[config.mk]
export PLATFORM = sky130hd
export DESIGN_NAME = avalon_pio_ext
export DESIGN_NICKNAME = d
export VERILOG_FILES = /design/src/rtl/avalon_pio_ext.sv
export SDC_FILE = /design/constraint.sdc
export NUM_CORES = 1
export LEC_CHECK = 0
export CORE_MARGIN = 4
export CORE_UTILIZATION = 35
export DETAILED_ROUTE_END_ITERATION = 10
export GPL_TIMING_DRIVEN = 0
export HOLD_SLACK_MARGIN = 0.05
export SKIP_CTS_REPAIR_TIMING = 1
export SLEW_MARGIN = 20
export SYNTH_ARGS = -nofsm -noshare
export SYNTH_HDL_FRONTEND = slang
export SYNTH_SLANG_ARGS = --single-unit
[constraint.sdc]
create_clock -name in_clk -period 1.76 [get_ports in_clk]
set_clock_uncertainty 0.2 [all_clocks]
set_input_delay 0.352 -clock in_clk [delete_from_list [all_inputs] [get_ports in_clk]]
set_output_delay 0.352 -clock in_clk [all_outputs]
set_load 0.005 [all_outputs]
[src/rtl/avalon_pio_ext.sv]
// Avalon-MM parallel I/O port: output/direction/interrupt-mask registers, synchronized inputs,
// sticky edge capture with write-1-to-clear, and a registered level interrupt.
module avalon_pio_ext #(
    parameter int unsigned WIDTH     = 8,
    parameter int unsigned EDGE_TYPE = 0,
    parameter logic [WIDTH-1:0] RESET_OUT = '0,
    localparam int unsigned ADDR_W   = 3,
    localparam int unsigned DATA_W   = 32
) (
    input  logic              in_clk,
    input  logic              in_reset_n,
    input  logic [ADDR_W-1:0] avs_address,
    input  logic              avs_read,
    input  logic              avs_write,
    input  logic [DATA_W-1:0] avs_writedata,
    output logic [DATA_W-1:0] avs_readdata,
    input  logic [WIDTH-1:0]  pio_in,
    output logic [WIDTH-1:0]  pio_out,
    output logic [WIDTH-1:0]  pio_oe,
    output logic              irq
);

    localparam logic [ADDR_W-1:0] A_DATA    = ADDR_W'(0);
    localparam logic [ADDR_W-1:0] A_DIR     = ADDR_W'(1);
    localparam logic [ADDR_W-1:0] A_IRQMASK = ADDR_W'(2);
    localparam logic [ADDR_W-1:0] A_EDGECAP = ADDR_W'(3);
    localparam logic [ADDR_W-1:0] A_OUTSET  = ADDR_W'(4);
    localparam logic [ADDR_W-1:0] A_OUTCLR  = ADDR_W'(5);

    logic [WIDTH-1:0]  sync1, sync2, sync3;
    logic [WIDTH-1:0]  out_reg, dir_reg, mask_reg, edgecap;
    logic [WIDTH-1:0]  wdata, edge_det, cap_clr, edgecap_next, out_next, rd_sel;
    logic [DATA_W-1:0] readdata_q;
    logic              irq_q;
    logic              unused_wdata;

    // Upper write-data bits beyond WIDTH carry no meaning.
    assign unused_wdata = ^avs_writedata;
    assign wdata        = avs_writedata[WIDTH-1:0];

    // Edge detection between the last two synchronizer stages.
    always_comb begin
        edge_det = sync2 ^ sync3;
        if (EDGE_TYPE == 0) begin
            edge_det = sync2 & ~sync3;
        end else if (EDGE_TYPE == 1) begin
            edge_det = ~sync2 & sync3;
        end
    end

    // Write decode for the output register and edge-capture clear mask.
    always_comb begin
        out_next = out_reg;
        cap_clr  = '0;
        if (avs_write) begin
            case (avs_address)
                A_DATA:    out_next = wdata;
                A_OUTSET:  out_next = out_reg | wdata;
                A_OUTCLR:  out_next = out_reg & ~wdata;
                A_EDGECAP: cap_clr  = wdata;
                default:   ;
            endcase
        end
        // A new edge outranks a simultaneous clear.
        edgecap_next = (edgecap & ~cap_clr) | edge_det;
    end

    // Read mux; registers are sampled before any same-cycle write lands.
    always_comb begin
        rd_sel = '0;
        case (avs_address)
            A_DATA:    rd_sel = (dir_reg & out_reg) | (~dir_reg & sync2);
            A_DIR:     rd_sel = dir_reg;
            A_IRQMASK: rd_sel = mask_reg;
            A_EDGECAP: rd_sel = edgecap;
            default:   rd_sel = '0;
        endcase
    end

    always_ff @(posedge in_clk or negedge in_reset_n) begin
        if (!in_reset_n) begin
            sync1 <= '0;
            sync2 <= '0;
            sync3 <= '0;
        end else begin
            sync1 <= pio_in;
            sync2 <= sync1;
            sync3 <= sync2;
        end
    end

    always_ff @(posedge in_clk or negedge in_reset_n) begin
        if (!in_reset_n) begin
            out_reg    <= RESET_OUT;
            dir_reg    <= '0;
            mask_reg   <= '0;
            edgecap    <= '0;
            irq_q      <= 1'b0;
            readdata_q <= '0;
        end else begin
            out_reg <= out_next;
            edgecap <= edgecap_next;
            irq_q   <= |(edgecap & mask_reg);
            if (avs_write && (avs_address == A_DIR)) begin
                dir_reg <= wdata;
            end
            if (avs_write && (avs_address == A_IRQMASK)) begin
                mask_reg <= wdata;
            end
            if (avs_read) begin
                readdata_q <= DATA_W'(rd_sel);
            end
        end
    end

    assign pio_out      = out_reg;
    assign pio_oe       = dir_reg;
    assign irq          = irq_q;
    assign avs_readdata = readdata_q;

endmodule

* After elaboration in Yosys (flattened, before gate mapping)
Index checks and enable logic that the tools add are counted.
** Operators by class
- Reductions and logical operators :: 6
- Mux-type cells :: 4
- Equality and inequality tests :: 5
- Bitwise operators :: 13
** Operators by type and width (number)
- AND 8 bit :: 6
- inverter 8 bit :: 4
- one-hot mux 8 bit (4 select lines) :: 1
- bitwise OR 8 bit :: 3
- one-hot mux 8 bit (3 select lines) :: 1
- 2-to-1 mux 8 bit :: 2
- OR reduction 8 bit :: 1
- == test 3 x 2 -> 1 bit (second input constant) :: 2
- == test 3 bit (second input constant) :: 2
- == test 3 x 1 -> 1 bit (second input constant) :: 1
- zero test 3 bit :: 1
- nonzero test 3 bit :: 1
- logical AND 1 bit :: 2
- AND reduction 2 bit :: 1
** Word-level totals
- Output and inout port bits :: 49
- Flip-flop bits (word level) :: 65

* Depth between registers and ports, before layout
Gate-level depths: netlist of the first run.
- Word-level depth :: 6
- Depth in mapped cells :: 6

* Worst setup path before layout of the first run
Ideal clock, no wire load.
- Kind :: input port to flip-flop
- Start point :: input port avs_address[0]
- End point :: register mask_reg[0]
- Buffers on the path :: 2
- Arrival time :: 1.243 ns
- Stages on the path :: 4
- Path slack :: 0.193 ns
- Path through :: buf_6 nor4bb_1 buf_2 mux2_2
** On the way
- Longest elaborated chain between the ends :: 2
** RTL lines
- from (decl) :: line 12 : input logic [ADDR_W-1:0] avs_address,
- == test 3 x 2 -> 1 bit :: line 107 : if (avs_write && (avs_address == A_IRQMASK)) begin
- logical AND 1 bit :: line 107
- to (signal assigned) :: line 108 : mask_reg <= wdata;
- to (decl) :: line 31 : logic [WIDTH-1:0] out_reg, dir_reg, mask_reg, edgecap;
Every way passes these cells.
A chain may end at the register's enable or synchronous reset.

* Worst setup path after layout of the first run
- Start point :: input port avs_address[2]
- End point :: register readdata_q[0] (netlist: avs_readdata[0])
** On the way
- Longest elaborated chain between the ends :: 2
- Elaborated cells between the ends (all ways) :: 5
** RTL lines
- == test 3 x 2 -> 1 bit, or another cell as far along :: line 71 : case (avs_address)
- one-hot mux 8 bit (4 select lines) * :: line 71
- to (signal assigned) :: line 111 : readdata_q <= DATA_W'(rd_sel);
- to (decl) :: line 33 : logic [DATA_W-1:0] readdata_q;
Mark *: on every way between the ends. The rest lies on a longest branch, timed or not.

==> results of run 1 <==
[worst max-delay path, stage by stage]
cell and delay, ns:
clkdlybuf4s50_1 0.57, and3b_1 0.20, buf_1 0.24, a221o_1 0.39
[synthesized netlist by cell type]
library cell and n:
nor3b_2 1, o21ai_0 23, a21oi_1 16, buf_2 4, nand2b_1 7, nand4_1 1, o2bb2ai_1 1, buf_4 24
nand3_1 8, nor3b_4 1, a22oi_1 4, conb_1 1, mux2_1 1, and4bb_2 1, or2_2 1, nand2_1 8
clkbuf_1 1, nor4bb_1 1, buf_1 2, buf_6 4, nor2b_1 9, a22o_1 7, dfrtp_1 65, a221o_1 8
inv_1 8, mux2_2 23, and3b_1 1, o31ai_1 1, and4b_1 1
[how the worst max path moves through the flow]
stage | cells after the start | to | startpoint
floorplan | 4 | mask_reg[0] | avs_address[0]
global placement | 1 | avs_readdata[1] | in_reset_n
detailed placement | 3 | avs_readdata[2] | avs_read
CTS | 3 | avs_readdata[2] | avs_read
global route | 5 | pio_out[7] | avs_address[2]
finish | 4 | avs_readdata[0] | avs_address[2]
[logic make-up after synthesis]
group | after synthesis
flops | 65
mux | 24
compound gates | 60
buf+inv | 43
simple gates | 40
other cells | 1
[where the power goes]
group / internal, W / switching (W) / leakage (nW) / total, W
Combinational: 0.000491 / 0.000310 / 1.16 / 0.000800
Sequential: 0.00168 / 0.000125 / 0.754 / 0.00181
Clock: 0.000719 / 0.000548 / 0.102 / 0.00127
Total: 0.00289 / 0.000983 / 2.02 / 0.00388
[layout by cell type (no fill, tap or decap), types with 9 or more instances in the layout]
cell             synthesis  final
a21oi_1                 16     16
dlymetal6s2s_1           0     28
dfrtp_1                 65     65
buf_4                   24     38
conb_1                   1     24
nor2b_1                  9      9
mux2_2                  23     23
clkbuf_8                 0     11
o21ai_0                 23     21
clkdlybuf4s50_1          0     17
[metal layers]
metal  routed length (µm)  vias to the layer above
li1                     -                      962
met1                 3090                      968
met2                 2970                       71
met3                  477                       11
met4                   85                        0
met5                    0                        -
[area by class of cell]
cell class | instances | area share
timing repair buffer | 59 | 0.165
inverter | 8 | 0.00772
multi-input combinational | 148 | 0.260
sequential | 65 | 0.418
clock buffer | 12 | 0.0399
buffer | 34 | 0.0663
clock inverter | 3 | 0.0103
tap | 102 | 0.0328
[metrics by stage]
| step | instances | power (W) | util |
|---|---|---|---|
| after floorplan | 256 | 0.00217 | - |
| after global placement | 404 | 0.00257 | 0.448 |
| after detailed placement | 405 | 0.00259 | 0.450 |
| after CTS | 420 | 0.00387 | 0.475 |
| after global routing | 431 | 0.00408 | 0.498 |
| final | 431 | 0.00388 | 0.498 |
==> out/qor.yml, run 1 <==
worst_setup_path:
  arrival_ns: 1.75
  critPathCaptureType: "register"
  timing.rr.start: "pio_out[0]"
  crit-reg2reg-capture: "avs_readdata[0]"
  cp_max_fo: 8
  crit_type: "in2reg"
  reg2regPathDepth: 4
  rrSetupSlack_ns: 0.27
  required_ns: 1.78
  crit_path_start_kind: "input port"
routing:
  drt-initial-drc-count: 73
  remaining_drc_errors: 0
  drt_wl_total_mm: 6.63
  detail-route-antenna-nets: 0
  vias_per_cell: 4.67
  vias: 2012
  firstDrtPassIters: 4
  avgRoutedWirePerCell_um: 15.4
cts:
  cts_root_buffer: "clkbuf_8"
  clkSinkCount: 65
  cts_tree: "yes"
  clk_latency_ns: 0.35
  clock_path_buffers: 2
  htree_num_levels: 3
  cts_inserted_buffers: 9
  cts.clk_slew.worst_paths_ns: 0.06
min_path:
  min_to: "sync2[1]"
  hold_depth: 0
  min_from: "sync1[1]"
  hp-class: "reg2reg"
run_status:
  status: "completed"
timing:
  hold_ws_ns: 0.147
  finalSetupTns_ns: 0
  layout_setup_ws_ns: 0.0319
  setup_violations: 0
  final.min_clock_period_ns: 1.73
  fin_crit_sh: 0.982
  slew_viol_final: 0
  finalHoldViolCount: 0
  timing.fmax_mhz: 579
finish:
  n_fill_cell: 723
  multi_input_area_um2: 1010
  stdcell_area_um2: 3890
  syn2layout_area_growth_pct: 37.6
  final-seq-area_um2: 1630
  diodes: 0
  drive_gt1_frac: 0.264
  nets: 372
yosys:
  yosys.area_share.simple: 0.0903
  synth_area_leader_cell: "dfrtp_1"
  synth_top_area_frac: 0.576
  synth_compound_area_frac: 0.136
  synth_area_leaders: "dfrtp_1, mux2_2, buf_4"
  synthMuxAreaShare: 0.0957
  syn_inst: 233
  avgSynthCellArea_um2: 12.1
  synth_seq_cells: 65
  synth_cell_types: 29
  ys_warn_count: 0
  syn_area_um2: 2830
  synth_top_family_by_area: "compound AO/OA/AOI/OAI gates"
  synth_adder_area_share: 0
  synthXorXnorAreaFrac: 0
  synth.yosys.seq_area_share: 0.576
global_route:
  first_global_vias: 1993
  antenna_found_initial: 0
  grt_pass1_wl_mm: 10.4
  grt-ovfl-total: 0
  grt_busiest_layer: "met2"
  grt_use_met3: 0.0557
  grtUsageMet2: 0.211
  use_met1: 0.187
  grt_max_degree: 40
  grtUsageTotal: 0.141
floorplanning:
  die_x_um: 97.8
  die_area_um2: 9570
  coreArea_um2: 7810
  ios: 96
  row_count: 32
  die_h_um: 97.8
  initial_core_util: 0.362
power_and_ir_drop:
  ir_worst_vdd_uv: 579
  power.density_nw_per_um2: 997
  p_leak_nw: 2.02
placement:
  placed_area_um2: 3520
  dpl.hpwl_mm: 4.49
  portBuffers: 46
  gp_congestion: 0.793
  place_ws_ns: -0.571
run:
  maxCapViolations: 0
Power figures use the tool's default switching activity.
==> inputs of run 2 (changes only) <==
- ABC_AREA: not set -> 1
- RECOVER_POWER: not set -> 100
==> out/qor.yml, run 2 <==
power_and_ir_drop:
  ir_worst_vdd_uv: 431  # -25%
  p_leak_nw: 2.13  # +5.5%
  power.density_nw_per_um2: 946  # -5.1%
yosys:
  synth_cell_types: 27  # -6.9%
  synthXorXnorAreaFrac: 0  # unchanged
  async_reset_ff_frac: 1.00  # unchanged
  post_synth_most_frequent_cells: "nand2_1, dfrtp_1, o21ai_1"
  synth_top_family_by_area: "simple AND/OR/NAND/NOR gates"
  synth_edf_count: 0  # unchanged
  synthMuxAreaShare: 0  # -0.0957
  synth_adder_area_share: 0  # unchanged
  syn_area_um2: 3020  # +7.0%
  syn_inst: 341  # +46%
  synth_most_common_cell: "nand2_1"
  synth.yosys.seq_area_share: 0.538  # -0.0377
  yosys.area_share.simple: 0.240  # +0.150
  ys_warn_count: 0  # unchanged
  synth_compound_area_frac: 0.0964  # -0.0391
  avgSynthCellArea_um2: 8.86  # -27%
  synth_top_area_frac: 0.538  # -0.0377
  synth_seq_cells: 65  # unchanged
  synth_area_leader_cell: "dfrtp_1"
  synth_area_leaders: "dfrtp_1, nand2_1, buf_4"
  yosys_most_used_dff: "dfrtp_1"
floorplanning:
  die_x_um: 101  # +3.2%
  initial_core_util: 0.364  # +0.00238
  coreArea_um2: 8300  # +6.3%
  die_h_um: 101  # +3.2%
  row_count: 33  # +3.1%
  ios: 96  # unchanged
  die_area_um2: 10200  # +6.4%
worst_setup_path:
  timing.rr.start: "pio_out[5]"
  cp_max_fo: 2  # -6
  path_cells: "clkdlybuf4s50_1"
  crit_family: "buffers and inverters"
  critPathCaptureType: "output pin"
  critical-path-slowest-cell: "clkdlybuf4s50_1"
  critPathMaxStageDelay_ns: 0.50  # -0.07 ns
  crit_type: "reg2out"
  rrSetupSlack_ns: 0.37  # +0.10 ns
  crit_path_start_kind: "register"
  cp-startpoint: "avs_readdata[3]"
  required_ns: 1.21  # -0.57 ns
  arrival_ns: 1.19  # -0.56 ns
  critical_path_buf_inv_count: 1  # -1
finish:
  syn2layout_area_growth_pct: 37.0
  layout_commonest_cell: "nand2_1"
  layout_common_cells: "nand2_1, dfrtp_1, buf_4, inv_1"
  drive_gt1_frac: 0.205  # -0.0596
  nets: 496  # +33%
  stdcell_area_um2: 4140  # +6.5%
  diodes: 0  # unchanged
routing:
  remaining_drc_errors: 0  # unchanged
  firstDrtPassIters: 4  # unchanged
  detail-route-antenna-nets: 0  # unchanged
  avgRoutedWirePerCell_um: 13.5  # -13%
  vias: 2518  # +25%
  drt-initial-drc-count: 194  # +170%
  drt_wl_total_mm: 7.52  # +13%
  vias_per_cell: 4.50  # -3.5%
global_route:
  grt_pass1_wl_mm: 11.9  # +14%
  first_global_vias: 2302  # +16%
  grt-ovfl-total: 0  # unchanged
  antenna_found_initial: 0  # unchanged
  grt_max_degree: 47  # +18%
  grtUsageTotal: 0.153  # +0.0115
timing:
  slew_viol_final: 0  # unchanged
  rsz0062_at_grt: "no"
  finalHoldViolCount: 0  # unchanged
  timing.fmax_mhz: 574  # -0.84%
  layout_setup_ws_ns: 0.0173  # -0.0146 ns
  hold_ws_ns: 0.149  # +0.00196 ns
  fin_crit_sh: 0.990  # +0.00830
  final.min_clock_period_ns: 1.74  # +0.0146 ns
  setup_violations: 0  # unchanged
cts:
  cts_root_buffer: "clkbuf_8"
  cts_inserted_buffers: 9  # unchanged
  cts_tree: "yes"
  cts.clk_slew.worst_paths_ns: 0.07  # about the same
  clk_latency_ns: 0.35  # about the same
  htree_num_levels: 3  # unchanged
  clkSinkCount: 65  # unchanged
  clock_path_buffers: 2  # unchanged
placement:
  place_ws_ns: -0.397  # +0.174 ns
  portBuffers: 45  # -2.2%
  dpl.hpwl_mm: 5.02  # +12%
  gp_congestion: 0.804  # +1.4%
  placed_area_um2: 3720  # +5.7%
min_path:
  hp-class: "reg2reg"
  min_from: "sync1[1]"
run_status:
  status: "completed"
run:
  maxCapViolations: 0  # unchanged
[run 2: layer usage]
layer | share of wire | wire length [µm] | vias to the layer above | GRT usage
met4 | 0.018 | 135 | 0 | 0.0849
met2 | 0.47 | 3540 | 78 | 0.232
li1 | - | - | 1269 | -
met1 | 0.44 | 3300 | 1160 | 0.205
met3 | 0.072 | 543 | 11 | 0.0270
met5 | 0 | 0 | - | 0
[run 2: cell type report]
type,count,area (µm²)
Fill cell,793,4160
Tap cell,105,131
Sequential cell,65,1630
Clock buffer,14,173
Clock inverter,2,35.0
Inverter,32,123
Multi-Input combinational cell,233,1120
Buffer,34,262
Timing Repair Buffer,74,668
[run 2: final timing paths]
| path | depth (start not counted) | endpoint |
|---|---|---|
| hold / removal | 0 | sync2[1] |
| setup / recovery | 1 | avs_readdata[3] |
| setup reg to reg | 8 | avs_readdata[5] |
| max in group asynchronous | 3 | edgecap[2] |
| min in group asynchronous | 2 | pio_out[2] |
| hold reg to reg | 0 | sync2[1] |
[run 2: cells by family after synthesis]
group	after synthesis
other	1
AOI/OAI and AO/OA	49
and+or+nand+nor	160
buffers and inverters	66
DFF	65
[run 2: per-stage QoR]
step / std cells / total power, W / util / setup TNS (ns)
2_1_floorplan: 364 / 0.00215 / - / 0
3_5_place_dp: 515 / 0.00253 / 0.448 / -10.34
6_report: 559 / 0.00391 / 0.499 / 0
3_3_place_gp: 514 / 0.00251 / 0.445 / -143.52
5_1_grt: 559 / 0.00413 / 0.499 / 0
4_1_cts: 531 / 0.00386 / 0.473 / -1.52
[run 2: power breakdown]
group	switching (W)	total [W]	internal (W)
combinational	0.000371	0.000805	0.000434
sequential	0.000126	0.00179	0.00166
clock	0.000553	0.00132	0.000769
[run 2: worst register-to-register path: cells and delay by family, from the launching register on]
kind,cells,cell delay (ns)
buffers and inverters,2,0.26
DFF,1,0.39
and+or+nand+nor,5,0.30
AOI/OAI and AO/OA,1,0.15
